## config.mk

```make
export PLATFORM = sky130hd
export DESIGN_NAME = raw_acc_scheduler_flat
export DESIGN_NICKNAME = d
export VERILOG_FILES = /design/src/rtl/raw_acc_scheduler_if.sv /design/src/rtl/raw_acc_scheduler.sv /design/src/flat_wrapper.sv
export SDC_FILE = /design/constraint.sdc
export NUM_CORES = 1
export LEC_CHECK = 0
export BUFFER_PORTS_ARGS = -buffer_cell sky130_fd_sc_hd__buf_4
export CORE_UTILIZATION = 30
export CTS_BUF_LIST = sky130_fd_sc_hd__clkbuf_4 sky130_fd_sc_hd__clkbuf_8
export CTS_CLUSTER_DIAMETER = 100
export DETAILED_ROUTE_END_ITERATION = 7
export GPL_TIMING_DRIVEN = 0
export PLACE_DENSITY = 0.51
export SLEW_MARGIN = 20
export SYNTH_ARGS = -nofsm -noshare
export SYNTH_HDL_FRONTEND = slang
export SYNTH_SLANG_ARGS = --single-unit
```

## constraint.sdc

```tcl
create_clock -name clk -period 3.2 [get_ports clk]
set_input_delay 0.16 -clock clk [delete_from_list [all_inputs] [get_ports clk]]
set_output_delay 0.16 -clock clk [all_outputs]
set_load 0.03 [all_outputs]
```

## src/rtl/raw_acc_scheduler_if.sv

```systemverilog
// Request/issue bundle between the force-update source, the RAW issue
// controller and the accumulator. Source drives i_valid/i_particle_id/i_flush;
// the controller returns o_ready, the issued update with its forwarding tag,
// the drain-complete pulse and the saturating hazard counter.
interface raw_acc_scheduler_if #(
  parameter int PARTICLE_ID_WIDTH = 9,
  parameter int COUNTDOWN_WIDTH   = 2
);
  logic                         i_valid;
  logic [PARTICLE_ID_WIDTH-1:0] i_particle_id;
  logic                         o_ready;
  logic                         i_flush;
  logic                         o_issue_valid;
  logic [PARTICLE_ID_WIDTH-1:0] o_issue_particle_id;
  logic                         o_issue_fwd;
  logic [COUNTDOWN_WIDTH-1:0]   o_issue_countdown;
  logic                         o_flush_done;
  logic [15:0]                  o_hazard_count;

  // Request source side.
  modport master (
    output i_valid, i_particle_id, i_flush,
    input  o_ready, o_issue_valid, o_issue_particle_id, o_issue_fwd,
           o_issue_countdown, o_flush_done, o_hazard_count
  );

  // Scheduler side.
  modport slave (
    input  i_valid, i_particle_id, i_flush,
    output o_ready, o_issue_valid, o_issue_particle_id, o_issue_fwd,
           o_issue_countdown, o_flush_done, o_hazard_count
  );
endinterface

```

## src/rtl/raw_acc_scheduler.sv

```systemverilog
// RAW-hazard issue controller for the force accumulator pipeline.
// Latency: issue is combinational from registered state (0 cycles); tracker,
// slots and counter update on the clock. Backpressure: o_ready drops while
// draining, or when a hazard needs a forwarding slot and both are committed.
// Ports: clk, rst (sync, active-high), bus (raw_acc_scheduler_if.slave).
module raw_acc_scheduler #(
  parameter int PARTICLE_ID_WIDTH = 9,
  parameter int ACC_LATENCY       = 3,
  parameter int COUNTDOWN_WIDTH   = 2,
  parameter int NUM_FWD_SLOTS     = 2
) (
  input logic               clk,
  input logic               rst,
  raw_acc_scheduler_if.slave bus
);

  localparam int IDW = PARTICLE_ID_WIDTH;
  localparam int CW  = COUNTDOWN_WIDTH;

  typedef struct packed {
    logic           vld;
    logic [IDW-1:0] id;
  } stage_t;

  typedef struct packed {
    logic          busy;
    logic [CW-1:0] remaining;
  } slot_t;

  typedef enum logic [1:0] {
    ST_RUN   = 2'd0,
    ST_DRAIN = 2'd1,
    ST_DONE  = 2'd2
  } state_t;

  stage_t [ACC_LATENCY-1:0]   stage_q, stage_nxt;
  slot_t  [NUM_FWD_SLOTS-1:0] slot_q, slot_nxt;
  state_t                     state_q, state_nxt;
  logic   [15:0]              hazard_cnt_q;

  logic           req_valid;
  logic [IDW-1:0] req_id;
  logic           flush;
  logic           hazard;
  logic [CW-1:0]  countdown;
  logic           all_busy;
  logic           ready;
  logic           issue_valid;
  logic           issue_fwd;
  logic           drain_clear;

  assign req_valid = bus.i_valid;
  assign req_id    = bus.i_particle_id;
  assign flush     = bus.i_flush;

  // Youngest-match search: walk oldest to youngest so the smallest stage
  // index that matches is the last one written.
  always_comb begin
    hazard    = 1'b0;
    countdown = '0;
    for (int s = ACC_LATENCY - 1; s >= 0; s--) begin
      if (stage_q[s].vld && (stage_q[s].id == req_id)) begin
        hazard    = 1'b1;
        countdown = CW'(ACC_LATENCY - 1 - s);
      end
    end
  end

  // A slot in its final (remaining==0) cycle still counts as busy.
  always_comb begin
    all_busy = 1'b1;
    for (int k = 0; k < NUM_FWD_SLOTS; k++) begin
      if (!slot_q[k].busy) all_busy = 1'b0;
    end
  end

  // Reset forces every output low, including the handshake.
  assign ready       = !rst && (state_q == ST_RUN) && !(hazard && all_busy);
  assign issue_valid = req_valid && ready;
  assign issue_fwd   = hazard && issue_valid;

  // Tracker shift; the oldest entry falls off the end.
  always_comb begin
    stage_nxt        = stage_q;
    stage_nxt[0].vld = issue_valid;
    stage_nxt[0].id  = req_id;
    for (int s = 1; s < ACC_LATENCY; s++) begin
      stage_nxt[s] = stage_q[s-1];
    end
  end

  // Slot ageing and allocation. The allocation cycle is itself the first
  // elapsed cycle of the countdown, so the stored value is one less than the
  // issued countdown (floored at 0). Only a slot that is free this cycle can
  // be allocated, and at most one per cycle.
  always_comb begin
    logic allocated;
    allocated = 1'b0;
    slot_nxt  = slot_q;
    for (int k = 0; k < NUM_FWD_SLOTS; k++) begin
      if (slot_q[k].busy) begin
        if (slot_q[k].remaining == '0) begin
          slot_nxt[k] = '0;
        end else begin
          slot_nxt[k].remaining = slot_q[k].remaining - CW'(1);
        end
      end else if (issue_fwd && !allocated) begin
        slot_nxt[k].busy      = 1'b1;
        slot_nxt[k].remaining = (countdown == '0) ? '0 : countdown - CW'(1);
        allocated             = 1'b1;
      end
    end
  end

  // Drain is complete when, after this edge, every in-flight entry is in its
  // final cycle: only the last tracker stage may still hold a result (it is
  // at the accumulator output during the DONE cycle) and every busy slot is
  // on its last cycle. The done pulse thus lines up with the last result.
  always_comb begin
    drain_clear = 1'b1;
    for (int s = 0; s < ACC_LATENCY - 1; s++) begin
      if (stage_nxt[s].vld) drain_clear = 1'b0;
    end
    for (int k = 0; k < NUM_FWD_SLOTS; k++) begin
      if (slot_nxt[k].busy && (slot_nxt[k].remaining != '0)) drain_clear = 1'b0;
    end
  end

  always_comb begin
    state_nxt = state_q;
    case (state_q)
      ST_RUN:   if (flush) state_nxt = ST_DRAIN;
      ST_DRAIN: if (drain_clear) state_nxt = ST_DONE;
      ST_DONE:  state_nxt = ST_RUN;
      default:  state_nxt = ST_RUN;
    endcase
  end

  always_ff @(posedge clk) begin
    if (rst) begin
      state_q      <= ST_RUN;
      stage_q      <= '0;
      slot_q       <= '0;
      hazard_cnt_q <= '0;
    end else begin
      state_q <= state_nxt;
      stage_q <= stage_nxt;
      slot_q  <= slot_nxt;
      if (issue_fwd && (hazard_cnt_q != 16'hFFFF)) begin
        hazard_cnt_q <= hazard_cnt_q + 16'd1;
      end
    end
  end

  assign bus.o_ready             = ready;
  assign bus.o_issue_valid       = issue_valid;
  assign bus.o_issue_particle_id = req_id;
  assign bus.o_issue_fwd         = issue_fwd;
  assign bus.o_issue_countdown   = issue_fwd ? countdown : '0;
  assign bus.o_flush_done        = !rst && (state_q == ST_DONE);
  assign bus.o_hazard_count      = hazard_cnt_q;

endmodule

```

## src/flat_wrapper.sv

```systemverilog
// flat-port wrapper written by rule: the top's interface ports become plain ports
module raw_acc_scheduler_flat 
#(
  parameter int PARTICLE_ID_WIDTH = 9,
  parameter int ACC_LATENCY       = 3,
  parameter int COUNTDOWN_WIDTH   = 2,
  parameter int NUM_FWD_SLOTS     = 2
)
  (clk, rst, bus_i_valid, bus_i_particle_id, bus_i_flush, bus_o_ready, bus_o_issue_valid, bus_o_issue_particle_id, bus_o_issue_fwd, bus_o_issue_countdown, bus_o_flush_done, bus_o_hazard_count);
  raw_acc_scheduler_if #(.PARTICLE_ID_WIDTH(PARTICLE_ID_WIDTH), .COUNTDOWN_WIDTH(COUNTDOWN_WIDTH)) bus_i ();
  input logic clk;
  input logic rst;
  input wire logic [$bits(bus_i.i_valid)-1:0] bus_i_valid;
  input wire logic [$bits(bus_i.i_particle_id)-1:0] bus_i_particle_id;
  input wire logic [$bits(bus_i.i_flush)-1:0] bus_i_flush;
  output wire logic [$bits(bus_i.o_ready)-1:0] bus_o_ready;
  output wire logic [$bits(bus_i.o_issue_valid)-1:0] bus_o_issue_valid;
  output wire logic [$bits(bus_i.o_issue_particle_id)-1:0] bus_o_issue_particle_id;
  output wire logic [$bits(bus_i.o_issue_fwd)-1:0] bus_o_issue_fwd;
  output wire logic [$bits(bus_i.o_issue_countdown)-1:0] bus_o_issue_countdown;
  output wire logic [$bits(bus_i.o_flush_done)-1:0] bus_o_flush_done;
  output wire logic [$bits(bus_i.o_hazard_count)-1:0] bus_o_hazard_count;
  assign bus_i.i_valid = bus_i_valid;
  assign bus_i.i_particle_id = bus_i_particle_id;
  assign bus_i.i_flush = bus_i_flush;
  assign bus_o_ready = bus_i.o_ready;
  assign bus_o_issue_valid = bus_i.o_issue_valid;
  assign bus_o_issue_particle_id = bus_i.o_issue_particle_id;
  assign bus_o_issue_fwd = bus_i.o_issue_fwd;
  assign bus_o_issue_countdown = bus_i.o_issue_countdown;
  assign bus_o_flush_done = bus_i.o_flush_done;
  assign bus_o_hazard_count = bus_i.o_hazard_count;
  raw_acc_scheduler #(.PARTICLE_ID_WIDTH(PARTICLE_ID_WIDTH), .ACC_LATENCY(ACC_LATENCY), .COUNTDOWN_WIDTH(COUNTDOWN_WIDTH), .NUM_FWD_SLOTS(NUM_FWD_SLOTS)) u_core (.clk(clk), .rst(rst), .bus(bus_i));
endmodule
```

* Yosys cells after proc, flatten, opt, wreduce, memory -nomap -nowiden
Index checks and enable logic that the tools add are counted.
** Cells by class
- Muxes and demuxes :: 26
- Eq/ne operators :: 8
- Add/sub/neg operators :: 4
- Reduce and logical (&&, ||, !) cells :: 23
** Operators by type and width (count)
- $eq A9 B9 Y1 :: 3
- $add A16 B1 Y16 const B :: 1
- $ne A16 B16 Y1 const B :: 1
- $mux W1 :: 14
- $mux W2 :: 7
- $logic_and A1 B1 Y1 :: 13
- $mux W3 :: 4
- $logic_not A2 Y1 :: 4
- $sub A2 B1 Y2 const B :: 3
- $pmux W2 S2 :: 1
- $reduce_bool A2 Y1 :: 2
- $logic_not A1 Y1 :: 3
- $eq A2 B1 Y1 const B :: 1
- $eq A2 B2 Y1 const B :: 1
- $ne A2 B1 Y1 const B :: 1
- $ne A2 B2 Y1 const B :: 1
- $reduce_and A2 Y1 :: 1
** Word-level totals
- Word-level logic and storage cells :: 73
- Register bits after elaboration :: 54
- Output and inout port bits :: 31

* Logic depth before layout (Yosys ltp)
- Word-level depth :: 21
- Gate-level depth with buffers :: 8
- Gate-level depth less buffers :: 7

* Worst setup path after synthesis
No wires, ideal clock.
- Path type :: register to register
- Start point :: register u_core.hazard_cnt_q[0], in the netlist u_core.bus.o_hazard_count[0]
- End point :: register u_core.hazard_cnt_q[0], in the netlist u_core.bus.o_hazard_count[0]
- Setup time :: 70 ps
- Slack :: 1087 ps
- Stages on the path, launching flop included :: 8
- Data required time :: 3130 ps
- Data arrival time :: 2042 ps
- Period minus slack after synthesis :: 2113 ps
- Cells stage by stage :: dfxtp_1 > ha_1 > nand3_1 > or2_2 > nor3_2 > buf_2 > o21ai_0 > a21oi_1
** Between the ends
- Word-level cells in the longest chain between the ends :: 2
** Ends and longest elaborated chain
- from (decl) :: RTL line raw_acc_scheduler.sv:39 : logic [15:0] hazard_cnt_q;
- from (signal assigned) :: RTL line raw_acc_scheduler.sv:150 : hazard_cnt_q <= hazard_cnt_q + 16'd1;
- parallel branches: the longest is 2 deep, another holds $add A16 B1 Y16
Several ways; the timed one is not identified.
A chain may end at the register's enable or synchronous reset.

* Worst setup path after layout
- Start point :: register u_core.stage_q, in the netlist u_core.stage_nxt[18]
- End point :: output port bus_o_ready
** Between the ends
- Word-level cells in the longest chain between the ends :: 6
** Ends and longest elaborated chain
- from (decl) :: RTL line raw_acc_scheduler.sv:36 : stage_t [ACC_LATENCY-1:0] stage_q, stage_nxt;
- from (signal assigned) :: RTL line raw_acc_scheduler.sv:147 : stage_q <= stage_nxt;
- $eq A9 B9 Y1 :: RTL line raw_acc_scheduler.sv:62 : if (stage_q[s].vld && (stage_q[s].id == req_id)) begin
- $logic_and A1 B1 Y1 :: RTL line raw_acc_scheduler.sv:62
- $mux W1 :: RTL line raw_acc_scheduler.sv:62
- $logic_and A1 B1 Y1 :: RTL line raw_acc_scheduler.sv:78 : assign ready = !rst && (state_q == ST_RUN) && !(hazard && all_busy);
- $logic_not A1 Y1 :: RTL line raw_acc_scheduler.sv:78
- $logic_and A1 B1 Y1 :: RTL line raw_acc_scheduler.sv:78
- to (decl) :: RTL line flat_wrapper.sv:16 : output wire logic [$bits(bus_i.o_ready)-1:0] bus_o_ready;
No other way between the ends.

==> impl_metrics.yaml <==
layout:
  nets: 331
  diodes: 0
  fillers: 838
  drive_gt1_share_pct: 23.3
  synthToLayoutAreaGrowth_pct: 23.0
  multi_input_area_um2: 1240
  instances_no_fill: 420
  regArea_um2: 1080
cts:
  clock-sinks: 54
  cts.htree.levels: 2
  cts_setup_buffers: 0
  clock_latency_ns: 0.31
  clk_pin_slew_ns: 0.10
  root_buffer: "clkbuf_8"
  cts_resized: 0
  tritoncts: "yes"
  hold_buffers: 0
  cts_buffers: 5
  cts.path.max_buffers: 2
timing:
  finalHoldViolCount: 0
  clock_skew_ns: 0.0150
  max_freq_mhz: 392
  slew_viol_final: 0
  tightest_slew_ns: 0.568
  fin_crit_ns: 2.55
  fin_crit_sh_pct: 79.6
  finalSetupTns_ns: 0
  rsz0062_at_grt: "false"
  relSlewSlack_pct: 61.9
  setup_violations: 0
power:
  p_switching_uw: 321
  p_seq_share_pct: 53.4
  combPwrFrac_pct: 10.4
  p_clk_share_pct: 36.2
  leakagePower_uw: 0.00106
  p_int_uw: 993
  ir_drop_v: 0.000190
  power.share.switching_pct: 24.4
  power_density_nw_per_um2: 433
logic_synthesis:
  synth_edf_count: 0
  async_reset_ff_share_pct: 0
  syn_nets: 281
  synth_cells: 267
  synth_area_um2: 2470
  yosysWarnings: 0
  ys.flop_type: "dfxtp_1"
  ys_types: 38
  ys_top_cells_by_count: "dfxtp_1, nor2b_1, xnor2_1"
  ys_ff_latch: 54
  yosys.area.top_type: "dfxtp_1"
  ys_top_cells_by_area: "dfxtp_1, xnor2_1, nor2b_1"
  ys_seq_area_share_pct: 43.8
  yosysMostFrequentCell: "dfxtp_1"
  yosysTopAreaCellShare_pct: 43.8
  avgSynthCellArea_um2: 9.24
placement:
  dp_cells: 412
  place_hpwl_um: 4040
  place.gp.congestion: 0.780
  io_buffer_count: 43
job:
  cap_violations: 0
critical_path:
  r2r_slack_ns: 0.88
  startpoint_type: "flip-flop"
  path_cells: "xnor2_1, nand4_1, nor3_1, or3_1, clkbuf_1, a31oi_1, buf_4"
  path_class: "reg -> out"
  slowest_stage: "nor3_1"
  worstSetupStartpoint: "u_core.stage_nxt[18]"
  cp_max_fo: 10
  worstSetupEndpointType: "output pin"
  cp.arrival_ns: 2.39
  reg2reg_from: "u_core.bus.o_hazard_count[0]"
  cp.required_ns: 3.04
  worst_path_largest_cell_delay_ns: 0.48
global_route:
  grt_antenna_before_repair: 0
  grt.overflow.total: 0
  grt_pass1_wl_um: 9270
  grt_max_degree: 19
  grt_pass1_vias: 1846
  grt.total_usage_pct: 13.9
min_path:
  hp-start: "bus_i_particle_id[1]"
  hp-class: "in -> reg"
routing:
  via_per_inst: 4.77
  drt-met1-wl_um: 2750
  wl_met3_um: 258
  dr.pass1.iters: 4
  first_iter_violations: 78
  totalWireLength_um: 5570
  drc: 0
  dr_wl_met2_um: 2510
  drtAntennaViolNets: 0
  wl_per_cell_um: 13.3
  num_vias: 2004
  highest-signal-layer: "met4"
die:
  dieWidth_um: 92.7
  start_util_pct: 31.4
  die_y_um: 92.7
  io-pin-count: 44
  coreArea_um2: 7850
  core.rowCount: 32
  die_area_um2: 8590
status:
  status: "complete, no violations"
-- cell families (layout without fill, tap and decap cells) --
family	Yosys count	count (layout)	share of synthesized area, %
AND/OR/NAND/NOR	110	110	27.2
flip-flops	54	54	43.8
AO/OA/AOI/OAI	45	45	11.7
XOR/XNOR	27	27	9.59
buffers and inverters	27	78	5.88
multiplexers	3	3	1.32
adder cells (fa/ha/maj)	1	1	0.507
-- layer usage --
layer | track usage, % | up-vias
li1 | - | 1038
met1 | 18.8 | 924
met2 | 22.4 | 38
met3 | 2.87 | 4
met4 | 3.85 | 0
met5 | 0 | -
-- layout make-up --
cell class	instances	area share [%]
clock buffer	5	2.27
sequential	54	35.6
tap	102	4.21
inverter	6	0.743
multi-input combinational	186	40.9
clock inverter	3	1.57
timing repair buffer	43	10.6
buffer	21	4.04
-- registers in the layout, indices dropped and copies added, names as in the netlist --
signal	count
u_core.bus.o_hazard_count	16
u_core.slot_q	6
u_core.state_q	2
u_core.stage_q	10
u_core.stage_nxt	20
-- metrics by stage --
stage	util, %	hold slack (ns)	setup slack, ns	power, uW	area, um^2
after floorplan	-	0.288	1.09	804	2470
after global placement	37.2	0.435	0.898	856	2920
after detailed placement	37.2	0.440	0.883	857	2920
after CTS	38.6	0.109	0.621	1340	3030
after global routing	38.6	0.111	0.451	1370	3030
final	38.6	0.117	0.652	1310	3030
-- layout by cell type, fill, tap and decap left out, types with 2 or more instances in the layout --
cell type	instances
dfxtp_1	54
buf_4	52
nor2b_1	32
xnor2_1	27
a21oi_1	16
nor2_1	12
o21ai_0	11
nand4_1	10
nand3_1	10
clkbuf_1	9
nand2_1	8
or3_1	6
inv_1	6
o31ai_1	6
or4_1	5
o41ai_1	5
clkbuf_8	5
nor3_2	4
nor3_1	4
nand4b_1	4
nor3b_1	3
or2_2	3
nor4_1	3
buf_2	2
and3_1	2
a31oi_1	2
mux2_1	2
-- final timing paths --
path,cells past startpoint,to
setup / recovery,7,bus_o_ready
hold / removal,2,u_core.stage_nxt[11]
setup reg to reg,7,u_core.bus.o_hazard_count[5]
hold reg to reg,1,u_core.stage_q[29]
-- power groups by stage --
stage               registers [uW]  logic (uW)  clock network [uW]
floorplan                      715        89.3                   0
global route                   704         150                 516
finish                         702         137                 476
CTS                            702         140                 493
global placement               717         139                   0
detailed placement             717         140                   0
-- critical path: cells and delay by family (launching register included) --
family                 cells  cell delay, ns
flip-flops                 1            0.33
AO/OA/AOI/OAI              1            0.17
XOR/XNOR                   1            0.15
AND/OR/NAND/NOR            3            0.82
buffers and inverters      2            0.61
Power figures use the tool's default switching activity.
